File: src/rtl/mips_ctrl_pkg.sv
// Shared encodings for the multicycle MIPS main controller: FSM states,
// opcodes, funct codes, internal ALU operation class and ALU function codes.
package mips_ctrl_pkg;

    typedef enum logic [3:0] {
        RESET,
        FETCH,
        DECODE,
        MEMADR,
        MEMRD,
        MEMWB,
        MEMWR,
        EXECUTE,
        ALUWB,
        BRANCH,
        ADDIEX,
        ADDIWB,
        JUMP
    } state_t;

    localparam logic [5:0] OP_RTYPE = 6'b000000;
    localparam logic [5:0] OP_LW    = 6'b100011;
    localparam logic [5:0] OP_SW    = 6'b101011;
    localparam logic [5:0] OP_BEQ   = 6'b000100;
    localparam logic [5:0] OP_ADDI  = 6'b001000;
    localparam logic [5:0] OP_J     = 6'b000010;

    localparam logic [5:0] FUNCT_ADD = 6'b100000;
    localparam logic [5:0] FUNCT_SUB = 6'b100010;
    localparam logic [5:0] FUNCT_AND = 6'b100100;
    localparam logic [5:0] FUNCT_OR  = 6'b100101;
    localparam logic [5:0] FUNCT_SLT = 6'b101010;

    typedef enum logic [1:0] {
        ALU_OP_ADD    = 2'b00,
        ALU_OP_SUB    = 2'b01,
        ALU_OP_FUNCT  = 2'b10,
        ALU_OP_UNUSED = 2'b11
    } alu_op_t;

    localparam logic [2:0] ALU_CTRL_ADD = 3'b010;
    localparam logic [2:0] ALU_CTRL_SUB = 3'b110;
    localparam logic [2:0] ALU_CTRL_AND = 3'b000;
    localparam logic [2:0] ALU_CTRL_OR  = 3'b001;
    localparam logic [2:0] ALU_CTRL_SLT = 3'b111;

endpackage

File: src/rtl/mips_multicycle_controller_alu_decoder.sv
// ALU decoder: maps the controller's operation class and the R-type funct
// field onto the 3-bit ALU function.
module mips_alu_decoder
    import mips_ctrl_pkg::*;
(
    input  alu_op_t    alu_op,
    input  logic [5:0] funct,
    output logic [2:0] alu_control
);

    always_comb begin
        alu_control = ALU_CTRL_ADD;
        case (alu_op)
            ALU_OP_ADD: alu_control = ALU_CTRL_ADD;
            ALU_OP_SUB: alu_control = ALU_CTRL_SUB;
            ALU_OP_FUNCT: begin
                case (funct)
                    FUNCT_ADD: alu_control = ALU_CTRL_ADD;
                    FUNCT_SUB: alu_control = ALU_CTRL_SUB;
                    FUNCT_AND: alu_control = ALU_CTRL_AND;
                    FUNCT_OR:  alu_control = ALU_CTRL_OR;
                    FUNCT_SLT: alu_control = ALU_CTRL_SLT;
                    default:   alu_control = ALU_CTRL_AND;
                endcase
            end
            default: alu_control = ALU_CTRL_ADD;
        endcase
    end

endmodule

File: src/rtl/mips_multicycle_controller.sv
// Main control FSM for the multicycle MIPS core. Moore outputs decoded from
// the state; memory states stretch on mem_ready, beq qualifies PC load by zero.
module mips_multicycle_controller
    import mips_ctrl_pkg::*;
(
    input  logic       clock,
    input  logic       reset_n,
    input  logic [5:0] opcode,
    input  logic [5:0] funct,
    input  logic       zero,
    input  logic       mem_ready,
    output logic       pc_en,
    output logic       ior_d,
    output logic       mem_write,
    output logic       ir_write,
    output logic       reg_dst,
    output logic       mem_to_reg,
    output logic       reg_write,
    output logic       alu_src_a,
    output logic [1:0] alu_src_b,
    output logic [1:0] pc_src,
    output logic [2:0] alu_control
);

    state_t     state, next_state;
    alu_op_t    alu_op;
    logic       pc_write, branch;
    logic [2:0] alu_decoded;

    always_ff @(posedge clock or negedge reset_n) begin
        if (!reset_n) state <= RESET;
        else          state <= next_state;
    end

    always_comb begin
        next_state = state;
        pc_write   = 1'b0;
        branch     = 1'b0;
        ior_d      = 1'b0;
        mem_write  = 1'b0;
        ir_write   = 1'b0;
        reg_dst    = 1'b0;
        mem_to_reg = 1'b0;
        reg_write  = 1'b0;
        alu_src_a  = 1'b0;
        alu_src_b  = 2'b00;
        pc_src     = 2'b00;
        alu_op     = ALU_OP_ADD;
        case (state)
            RESET: next_state = FETCH;
            FETCH: begin
                alu_src_b = 2'b01;
                ir_write  = mem_ready;
                pc_write  = mem_ready;
                if (mem_ready) next_state = DECODE;
            end
            DECODE: begin
                alu_src_b = 2'b11;
                case (opcode)
                    OP_LW, OP_SW: next_state = MEMADR;
                    OP_RTYPE:     next_state = EXECUTE;
                    OP_BEQ:       next_state = BRANCH;
                    OP_ADDI:      next_state = ADDIEX;
                    OP_J:         next_state = JUMP;
                    default:      next_state = FETCH;
                endcase
            end
            MEMADR: begin
                alu_src_a  = 1'b1;
                alu_src_b  = 2'b10;
                next_state = (opcode == OP_LW) ? MEMRD : MEMWR;
            end
            MEMRD: begin
                ior_d = 1'b1;
                if (mem_ready) next_state = MEMWB;
            end
            MEMWB: begin
                mem_to_reg = 1'b1;
                reg_write  = 1'b1;
                next_state = FETCH;
            end
            MEMWR: begin
                ior_d     = 1'b1;
                mem_write = 1'b1;
                if (mem_ready) next_state = FETCH;
            end
            EXECUTE: begin
                alu_src_a  = 1'b1;
                alu_op     = ALU_OP_FUNCT;
                next_state = ALUWB;
            end
            ALUWB: begin
                reg_dst    = 1'b1;
                reg_write  = 1'b1;
                next_state = FETCH;
            end
            BRANCH: begin
                alu_src_a  = 1'b1;
                alu_op     = ALU_OP_SUB;
                pc_src     = 2'b01;
                branch     = 1'b1;
                next_state = FETCH;
            end
            ADDIEX: begin
                alu_src_a  = 1'b1;
                alu_src_b  = 2'b10;
                next_state = ADDIWB;
            end
            ADDIWB: begin
                reg_write  = 1'b1;
                next_state = FETCH;
            end
            JUMP: begin
                pc_src     = 2'b10;
                pc_write   = 1'b1;
                next_state = FETCH;
            end
            default: next_state = RESET;
        endcase
    end

    assign pc_en = pc_write | (branch & zero);

    mips_alu_decoder u_alu_decoder (
        .alu_op      (alu_op),
        .funct       (funct),
        .alu_control (alu_decoded)
    );

    // RESET drives every output low, including the ALU function.
    assign alu_control = (state == RESET) ? 3'b000 : alu_decoded;

endmodule

File: config.mk
export PLATFORM = sky130hd
export DESIGN_NAME = mips_multicycle_controller
export DESIGN_NICKNAME = d
export VERILOG_FILES = /design/src/rtl/mips_ctrl_pkg.sv /design/src/rtl/mips_multicycle_controller_alu_decoder.sv /design/src/rtl/mips_multicycle_controller.sv
export SDC_FILE = /design/constraint.sdc
export NUM_CORES = 1
export LEC_CHECK = 0
export CORE_AREA = 3 3 45 47
export DETAILED_ROUTE_END_ITERATION = 7
export DIE_AREA = 0 0 48 50
export PLACE_DENSITY = 0.77
export SETUP_SLACK_MARGIN = 0.05
export SYNTH_ARGS = -nofsm -noshare
export SYNTH_HDL_FRONTEND = slang
export SYNTH_SLANG_ARGS = --single-unit
File: constraint.sdc
create_clock -name clock -period 2.41 [get_ports clock]
set_input_delay 0.482 -clock clock [delete_from_list [all_inputs] [get_ports clock]]
set_output_delay 0.482 -clock clock [all_outputs]
set_load 0.01 [all_outputs]
==> out/metrics.yaml, run 1 <==
layout:
  regArea_um2: 101
  n_antenna_cell: 0
  multiInputGateArea_um2: 576
  top_register: "state"
  syn2layout_area_growth_pct: 69.0
  final_nets: 149
  final_cells: 146
  n_fill_cell: 161
  reg_top3: "state x4"
  largest_reg_flops: 4
  drive_gt1_share_pct: 27.1
setup_path:
  crit_chain: "nand2b_4, or2_4, ha_4, and3b_1, a311oi_2, a21oi_1, buf_2"
  required_ps: 1930
  critical_path.max_fanout: 3
  crit_path_start_kind: "flip-flop"
  crit_start: "state[1]"
  timing.rr.start: "state[2]"
  rr_worst_depth: 5
  arrival_ps: 1780
  crit_path_max_incr_delay_ps: 380
  cp_slowest_cell: "dfrtp_1"
  path_class: "reg -> out"
  r2r_end: "state[1]"
  cpLargestDelayFamily: "simple AND/OR/NAND/NOR gates"
  reg2reg_slack_ps: 980
  crit_buf_inv: 1
  critPathCaptureType: "output pin"
run_status:
  run_status: "completed"
route:
  drt_first_iter_violations: 7
  wl_per_cell_um: 13.9
  firstDrtPassIters: 4
  routed_wl_um: 2030
  vias_per_cell: 5.55
  drc: 0
  routed-via-count: 810
  postRouteAntennaNets: 0
cts:
  clockRootBuffer: "clkbuf_4"
  cts_buffers: 3
  cts_max_level: 1
  clock-sinks: 4
  clkSlewWorstSetupHoldPaths_ps: 40
  clk-insertion-delay-late_ps: 230
  ctsHoldBuffers: 0
  clock_path_buffers: 2
  cts_tree: "done"
die:
  start_util_pct: 39.0
  pin_count: 31
  die_w_um: 48
  core_area_um2: 1690
  rows: 15
  die_y_um: 50
  die_area_um2: 2400
logic_synthesis:
  yosysSeqAreaShare_pct: 15.2
  synthTopCellsByCount: "nor2_1, nand2_1, nand2b_1"
  synth.area.top_cells: "dfrtp_1, nand2b_1, nor2_1"
  syn-num-nets: 108
  yosys_warnings: 0
  ys_types: 39
  synth_seq_cells: 4
  synth-edff-count: 0
  synth_top_cell_area_share_pct: 15.2
  syn-cell-area_um2: 658
  synth_top_area_cell: "dfrtp_1"
  synth.most_common_cell: "nor2_1"
  async_flop_share_pct: 100
  synth_ff_type: "dfrtp_1"
  avgSynthCellArea_um2: 7.31
  syn_inst: 90
timing:
  grt_setup_unrepaired: "no"
  setup-violations-final: 0
  finClkSkew_ps: 0.0574
  period_needed_ps: 2260
  max_freq_mhz: 442
  hold_slack_ps: 445
  finalHoldViolations: 0
  tightest_slew_ps: 281
  relSlewSlack_pct: 81.1
  fin_crit_sh_pct: 93.9
  drv_slew: 0
placement:
  gp_congestion: 0.785
  port_buffers: 30
  dp_hpwl_um: 1490
  dp_cells: 142
run:
  cap_violations: 0
grt:
  grt-ovfl-total: 0
  grt_pass1_vias: 809
  grt.total_usage_pct: 19.2
  grt_max_degree: 18
  grt_pass1_wl_um: 3300
  antenna_found_initial: 0
worst_hold_path:
  min_path_type: "in -> async"
power:
  p_leak_uw: 0.000487
  ir_drop_uv: 335
  p_per_area_nw_per_um2: 836
-- worst reg2reg max path: stages (launching register included) --
cell and delay [ps]:
dfrtp_1 390, buf_4 150, buf_4 160, nor2b_1 160
nor4_1 300, o32ai_1 140
-- area by class of cell --
| class | instances | share of cell area, % |
|---|---|---|
| multi-input combinational | 77 | 51.7 |
| timing repair buffer | 42 | 34.2 |
| clock buffer | 3 | 2.02 |
| tap | 17 | 1.91 |
| sequential | 4 | 9.11 |
| inverter | 3 | 1.01 |
-- layer usage --
layer / GRT usage, % / vias to the layer above / share of wire, %
li1: - / 406 / -
met1: 20.6 / 368 / 40
met2: 31.3 / 30 / 52
met3: 3.65 / 6 / 4.8
met4: 13.9 / 0 / 2.9
met5: 0 / - / 0
-- timing repair --
item,CTS,global route
endpoints found under the setup margin,6,7
pin swaps,2,1
setup buffers,1,0
gates resized for setup,16,14
hold endpoints to repair,0,0
-- where the power goes --
group | total (uW) | internal, uW | switching, uW | leakage (uW)
logic | 724 | 367 | 357 | 0.000425
clock network | 83.2 | 55.7 | 27.5 | 0.0000138
registers | 123 | 93.7 | 29.2 | 0.0000490
-- cells in the final DEF, fill, tap and decap left out, types with 2 or more instances in the layout --
cell type | Yosys | final
o21ai_0 | 3 | 3
nor3b_2 | 2 | 2
nor3_1 | 3 | 3
nor2b_1 | 5 | 3
nor2_1 | 10 | 9
clkdlybuf4s50_1 | 0 | 22
buf_4 | 2 | 12
o21ai_1 | 4 | 4
a31oi_1 | 3 | 3
dlymetal6s2s_1 | 0 | 3
clkbuf_4 | 0 | 3
nor2b_2 | 0 | 2
nor4_1 | 3 | 3
dfrtp_1 | 4 | 3
nand2b_4 | 0 | 2
o22ai_2 | 2 | 2
and3b_1 | 2 | 2
nand2_1 | 7 | 7
dlygate4sd2_1 | 0 | 2
nand3b_1 | 2 | 2
buf_2 | 4 | 2
xor2_1 | 2 | 2
nand2b_1 | 6 | 4
inv_1 | 3 | 3
-- stage by stage --
step	utilization, %	worst slack, ps	TNS [ps]	cell area (um^2)	power (uW)
final	65.9	147	0	1110	930
after global routing	65.9	61.6	0	1110	1010
after CTS	63.7	40.8	0	1080	896
after detailed placement	60.8	-109	-234	1030	791
after global placement	60.8	-81.9	-165	1030	779
after floorplan	-	345	0	658	492
-- how the worst max path moves through the flow --
stage                           to  cells after the start  slack, ps
CTS                   alu_src_b[1]                      5         40
floorplan           alu_control[0]                      6        350
detailed placement  alu_control[0]                      5       -110
global placement    alu_control[0]                      5        -80
finish              alu_control[1]                      7        150
global route          alu_src_b[0]                      5         60
-- logic make-up after synthesis --
group	synth area share, %
compound gates	24.1
xor+xnor	2.66
fa+ha+maj	3.80
buf+inv	7.03
flops	15.2
mux	1.52
simple gates	45.6
No activity file was read; power rests on OpenSTA's default activity.
==> inputs of run 2 (changes only) <==
Settings changed: CELL_PAD_IN_SITES_DETAIL_PLACEMENT set to 0, CELL_PAD_IN_SITES_GLOBAL_PLACEMENT set to 1, CORE_AREA 3 3 45 47 to 3 3 54 56, DIE_AREA 0 0 48 50 to 0 0 57 59, PLACE_DENSITY 0.77 to 0.76.
==> run 2 against run 1 <==
Net effect: clock power fell by 3.2%; utilization fell by 20 points; worst setup slack lost 48 ps; final area rose by 3.1%; largest power group unchanged.
==> out/metrics.yaml, run 2 (synthesis gave the netlist of run 1 again) <==
cts:
  cts_buffers: 3
  clkSlewWorstSetupHoldPaths_ps: 40
  cts_max_level: 1
  clock_path_buffers: 2
  clock-sinks: 4
  clk-insertion-delay-late_ps: 230
  clockRootBuffer: "clkbuf_4"
  cts_tree: "done"
power:
  p_leak_uw: 0.000549
  p_per_area_nw_per_um2: 808
  ir_drop_uv: 413
layout:
  drive_gt1_share_pct: 26.7
  layout_common_cells: "clkdlybuf4s50_1, buf_4, nor2_1"
  syn2layout_area_growth_pct: 74.3
  largest_reg_flops: 4
  final_cells: 161
  reg_top3: "state x4"
  top_register: "state"
  mostFrequentLayoutCell: "clkdlybuf4s50_1"
  n_antenna_cell: 0
  final_nets: 151
timing:
  fin_crit_sh_pct: 95.9
  timing.final.ws_setup_ps: 99.8
  drv_slew: 0
  tightest_slew_ps: 299
  finClkSkew_ps: 2.38
  period_needed_ps: 2310
  max_freq_mhz: 433
  grt_setup_unrepaired: "yes"
  relSlewSlack_pct: 79.9
  finalHoldViolations: 0
  setup-violations-final: 0
die:
  die_area_um2: 3360
  die_w_um: 57
  start_util_pct: 26.6
  pin_count: 31
  die_y_um: 59
  rows: 18
  core_area_um2: 2480
route:
  vias_per_cell: 4.91
  drt_first_iter_violations: 6
  wl_per_cell_um: 12.5
  firstDrtPassIters: 4
  routed_wl_um: 2020
  drc: 0
  routed-via-count: 791
  postRouteAntennaNets: 0
grt:
  grtUsageMet2_pct: 23.5
  use_met3_pct: 0.654
  grt_pass1_wl_um: 3420
  grt-ovfl-total: 0
  grt.total_usage_pct: 13.0
  grt_max_degree: 17
  grt.busiest_layer: "met2"
  grt_pass1_vias: 782
  antenna_found_initial: 0
  use_met1_pct: 16.0
placement:
  port_buffers: 30
  dp_cells: 157
  dp_slack_ps: -128
  dp_hpwl_um: 1670
  gp_congestion: 0.758
setup_path:
  crit_start: "state[2]"
  reg2reg_slack_ps: 1000
  timing.rr.start: "state[2]"
  rr_worst_depth: 5
  crit_path_start_kind: "flip-flop"
  critical_path.max_fanout: 3
  r2r_end: "state[1]"
  path_class: "reg -> out"
  critPathCaptureType: "output pin"
  required_ps: 1930
  arrival_ps: 1830
run_status:
  run_status: "completed"
run:
  cap_violations: 0
worst_hold_path:
  min_path_type: "in -> async"
## run 2: what timing repair did
action	4_1_cts	5_1_grt
pin swaps	4	0
buffers inserted	1	0
endpoints found under the setup margin	7	10
hold buffers	0	0
resized for setup	14	18
## run 2: metrics by stage
stage,hold WS (ps),instance area [um^2],power (uW),setup TNS [ps],utilization [%]
2_1_floorplan,186,658,492,0,-
3_3_place_gp,653,1060,803,-249,42.7
3_5_place_dp,660,1060,812,-360,42.7
4_1_cts,444,1080,902,-3.00,43.7
5_1_grt,445,1150,1020,-12.3,46.3
6_report,448,1150,927,0,46.3
## run 2: worst max-delay path by stage
stage | to | slack (ps) | depth (start not counted)
after floorplan | alu_control[0] | 350 | 6
after global placement | alu_control[0] | -90 | 5
after detailed placement | alu_control[0] | -130 | 5
after CTS | alu_control[0] | -3 | 6
after global routing | alu_control[1] | -10 | 7
final | alu_control[1] | 100 | 7
## run 2: final cells by class
class                      count  area (um^2)
clock buffer                   3         22.5
fill                         272         1330
inverter                       3         11.3
multi-input combinational     77          569
sequential                     4          100
tap                           30         37.5
timing repair buffer          44          407
## run 2: routing by layer
metal / part of all wire [%] / up-vias
met2: 51 / 13
met3: 2.9 / 0
li1: - / 412
met5: 0 / -
met1: 46 / 366
met4: 0 / 0
## run 2: worst max-delay path: stages (launching register included)
cell      delay [ps]
dfrtp_1          370
nand2b_1         170
or2_4            250
ha_4             150
and3b_1          190
a311oi_2         260
a21oi_1           60
buf_2            140
## run 2: report_power, final
part | switching, uW | internal, uW | total, uW
Clock | 25.0 | 55.5 | 80.5
Combinational | 357 | 370 | 728
Sequential | 25.8 | 93.1 | 119
Total | 408 | 519 | 927
==> inputs of run 3 (changes only) <==
Settings changed: CAP_MARGIN set to 20, SETUP_SLACK_MARGIN 0.05 to not set.
==> run 3 against run 2 <==
Net effect: register-to-register slack improved by 100 ps; critical path depth fell by 2; utilization fell by 1.1 points; cell count fell by 0.62%; power fell by 0.99%; wire length fell by 1.5%; sequential power barely moved; clock skew barely moved; maximum frequency fell by 0.88%; hold slack got worse by 1.8 ps; critical path type is now in -> out; critical endpoint is now pc_en; largest cell class unchanged; largest power group unchanged.
==> out/metrics.yaml, run 3 (synthesis gave the netlist of run 1 again) <==
power:
  p_leak_uw: 0.000467
  ir_drop_uv: 398
  p_per_area_nw_per_um2: 820
grt:
  grtUsageMet2_pct: 23.3
  grt.total_usage_pct: 13.0
  grt_max_degree: 17
  grt_pass1_wl_um: 3420
  grt-ovfl-total: 0
  grt.busiest_layer: "met2"
  use_met3_pct: 0.654
  antenna_found_initial: 0
  grt_pass1_vias: 774
  use_met1_pct: 16.0
layout:
  n_antenna_cell: 0
  reg_top3: "state x4"
  syn2layout_area_growth_pct: 70.2
  final_nets: 150
  drive_gt1_share_pct: 26.2
  mostFrequentLayoutCell: "clkdlybuf4s50_1"
  final_cells: 160
  layout_common_cells: "clkdlybuf4s50_1, buf_4, nor2_1"
  design_area_um2: 1120
  n_fill_cell: 288
  largest_reg_flops: 4
  top_register: "state"
cts:
  cts_max_level: 1
  postCtsSetupRepairBufs: 0
  clk-insertion-delay-late_ps: 230
  clkSlewWorstSetupHoldPaths_ps: 40
  cts_buffers: 3
  clock-sinks: 4
  ctsHoldBuffers: 0
  cts_tree: "done"
  clockRootBuffer: "clkbuf_4"
  clock_path_buffers: 2
timing:
  max_freq_mhz: 429
  hold_slack_ps: 446
  tightest_slew_ps: 298
  period_needed_ps: 2330
  relSlewSlack_pct: 80.0
  timing.final.ws_setup_ps: 79.2
  fin_crit_sh_pct: 96.7
  drv_slew: 0
  finalHoldViolations: 0
  finClkSkew_ps: 2.49
  grt_setup_unrepaired: "yes"
  setup-violations-final: 0
route:
  drt_first_iter_violations: 7
  routed-via-count: 788
  vias_per_cell: 4.93
  routed_wl_um: 1990
  wl_per_cell_um: 12.4
  drc: 0
  postRouteAntennaNets: 0
  firstDrtPassIters: 4
die:
  die_y_um: 59
  die_w_um: 57
  die_area_um2: 3360
  core_area_um2: 2480
  pin_count: 31
  rows: 18
  start_util_pct: 26.6
setup_path:
  cpLargestDelayFamily: "buffers and inverters"
  crit_chain: "clkdlybuf4s50_1, mux2i_1, o22a_1, nor2_1, clkdlybuf4s50_1"
  crit_path_start_kind: "input pin"
  required_ps: 1930
  critPathCaptureType: "output pin"
  reg2reg_slack_ps: 1100
  cp_slowest_cell: "clkdlybuf4s50_1"
  path_class: "in -> out"
  critical_path.max_fanout: 1
  cp.depth: 5
  crit_path_max_incr_delay_ps: 530
  crit_buf_inv: 2
  cp_common_cell: "clkdlybuf4s50_1"
  arrival_ps: 1850
  rr_worst_depth: 4
placement:
  place_area_um2: 1060
  dp_cells: 157
  gp_congestion: 0.758
  port_buffers: 30
  dp_hpwl_um: 1670
  dp_slack_ps: -128
worst_hold_path:
  min_path_type: "in -> async"
run:
  cap_violations: 0
run_status:
  run_status: "completed"
==> run 3: through the flow <==
stage	TNS, ps	total power (uW)	utilization (%)
detailed placement	-360	812	42.7
global route	-26.9	1020	45.2
global placement	-249	803	42.7
CTS	0	888	43.2
floorplan	0	492	-
finish	0	918	45.2
==> run 3: per-layer routing <==
metal  wire length [um]  up-vias
met2               1000       15
met3                 57        2
met4                  8        0
li1                   -      411
met1                915      360
met5                  0        -
==> run 3: cell type report <==
cell class | instances | area [um^2] | area share [%]
clock buffers | 3 | 22.5 | 2.01
inverters | 3 | 11.3 | 1.01
multi-input cells | 77 | 561 | 50.1
flip-flops and latches | 4 | 101 | 9.05
well taps | 30 | 37.5 | 3.35
repair buffers | 43 | 387 | 34.5
==> run 3: worst paths after layout <==
kind                          start        to
setup / recovery               zero     pc_en
hold / removal              reset_n  state[2]
setup reg to reg           state[2]  state[1]
hold reg to reg            state[3]  state[2]
max in group asynchronous   reset_n  state[3]
min in group clock         state[3]  state[2]
==> run 3: worst reg2reg max path: stages, from the launching register on <==
cell and delay [ps]:
dfrtp_1 390, buf_4 180, nor2b_1 160, nor4_1 280, o32ai_1 150
==> run 3: repair_timing <==
item / CTS / global route
resized for setup: 11 / 13
pin swaps: 2 / 0
setup endpoints to repair: 5 / 6
==> run 3: power by group <==
part | leakage, uW | switching, uW | internal, uW | total, uW
Combinational | 0.000404 | 341 | 373 | 715
Clock | 0.0000138 | 25.6 | 55.6 | 81.2
Sequential | 0.0000490 | 28.1 | 93.8 | 122
Total | 0.000467 | 395 | 523 | 918
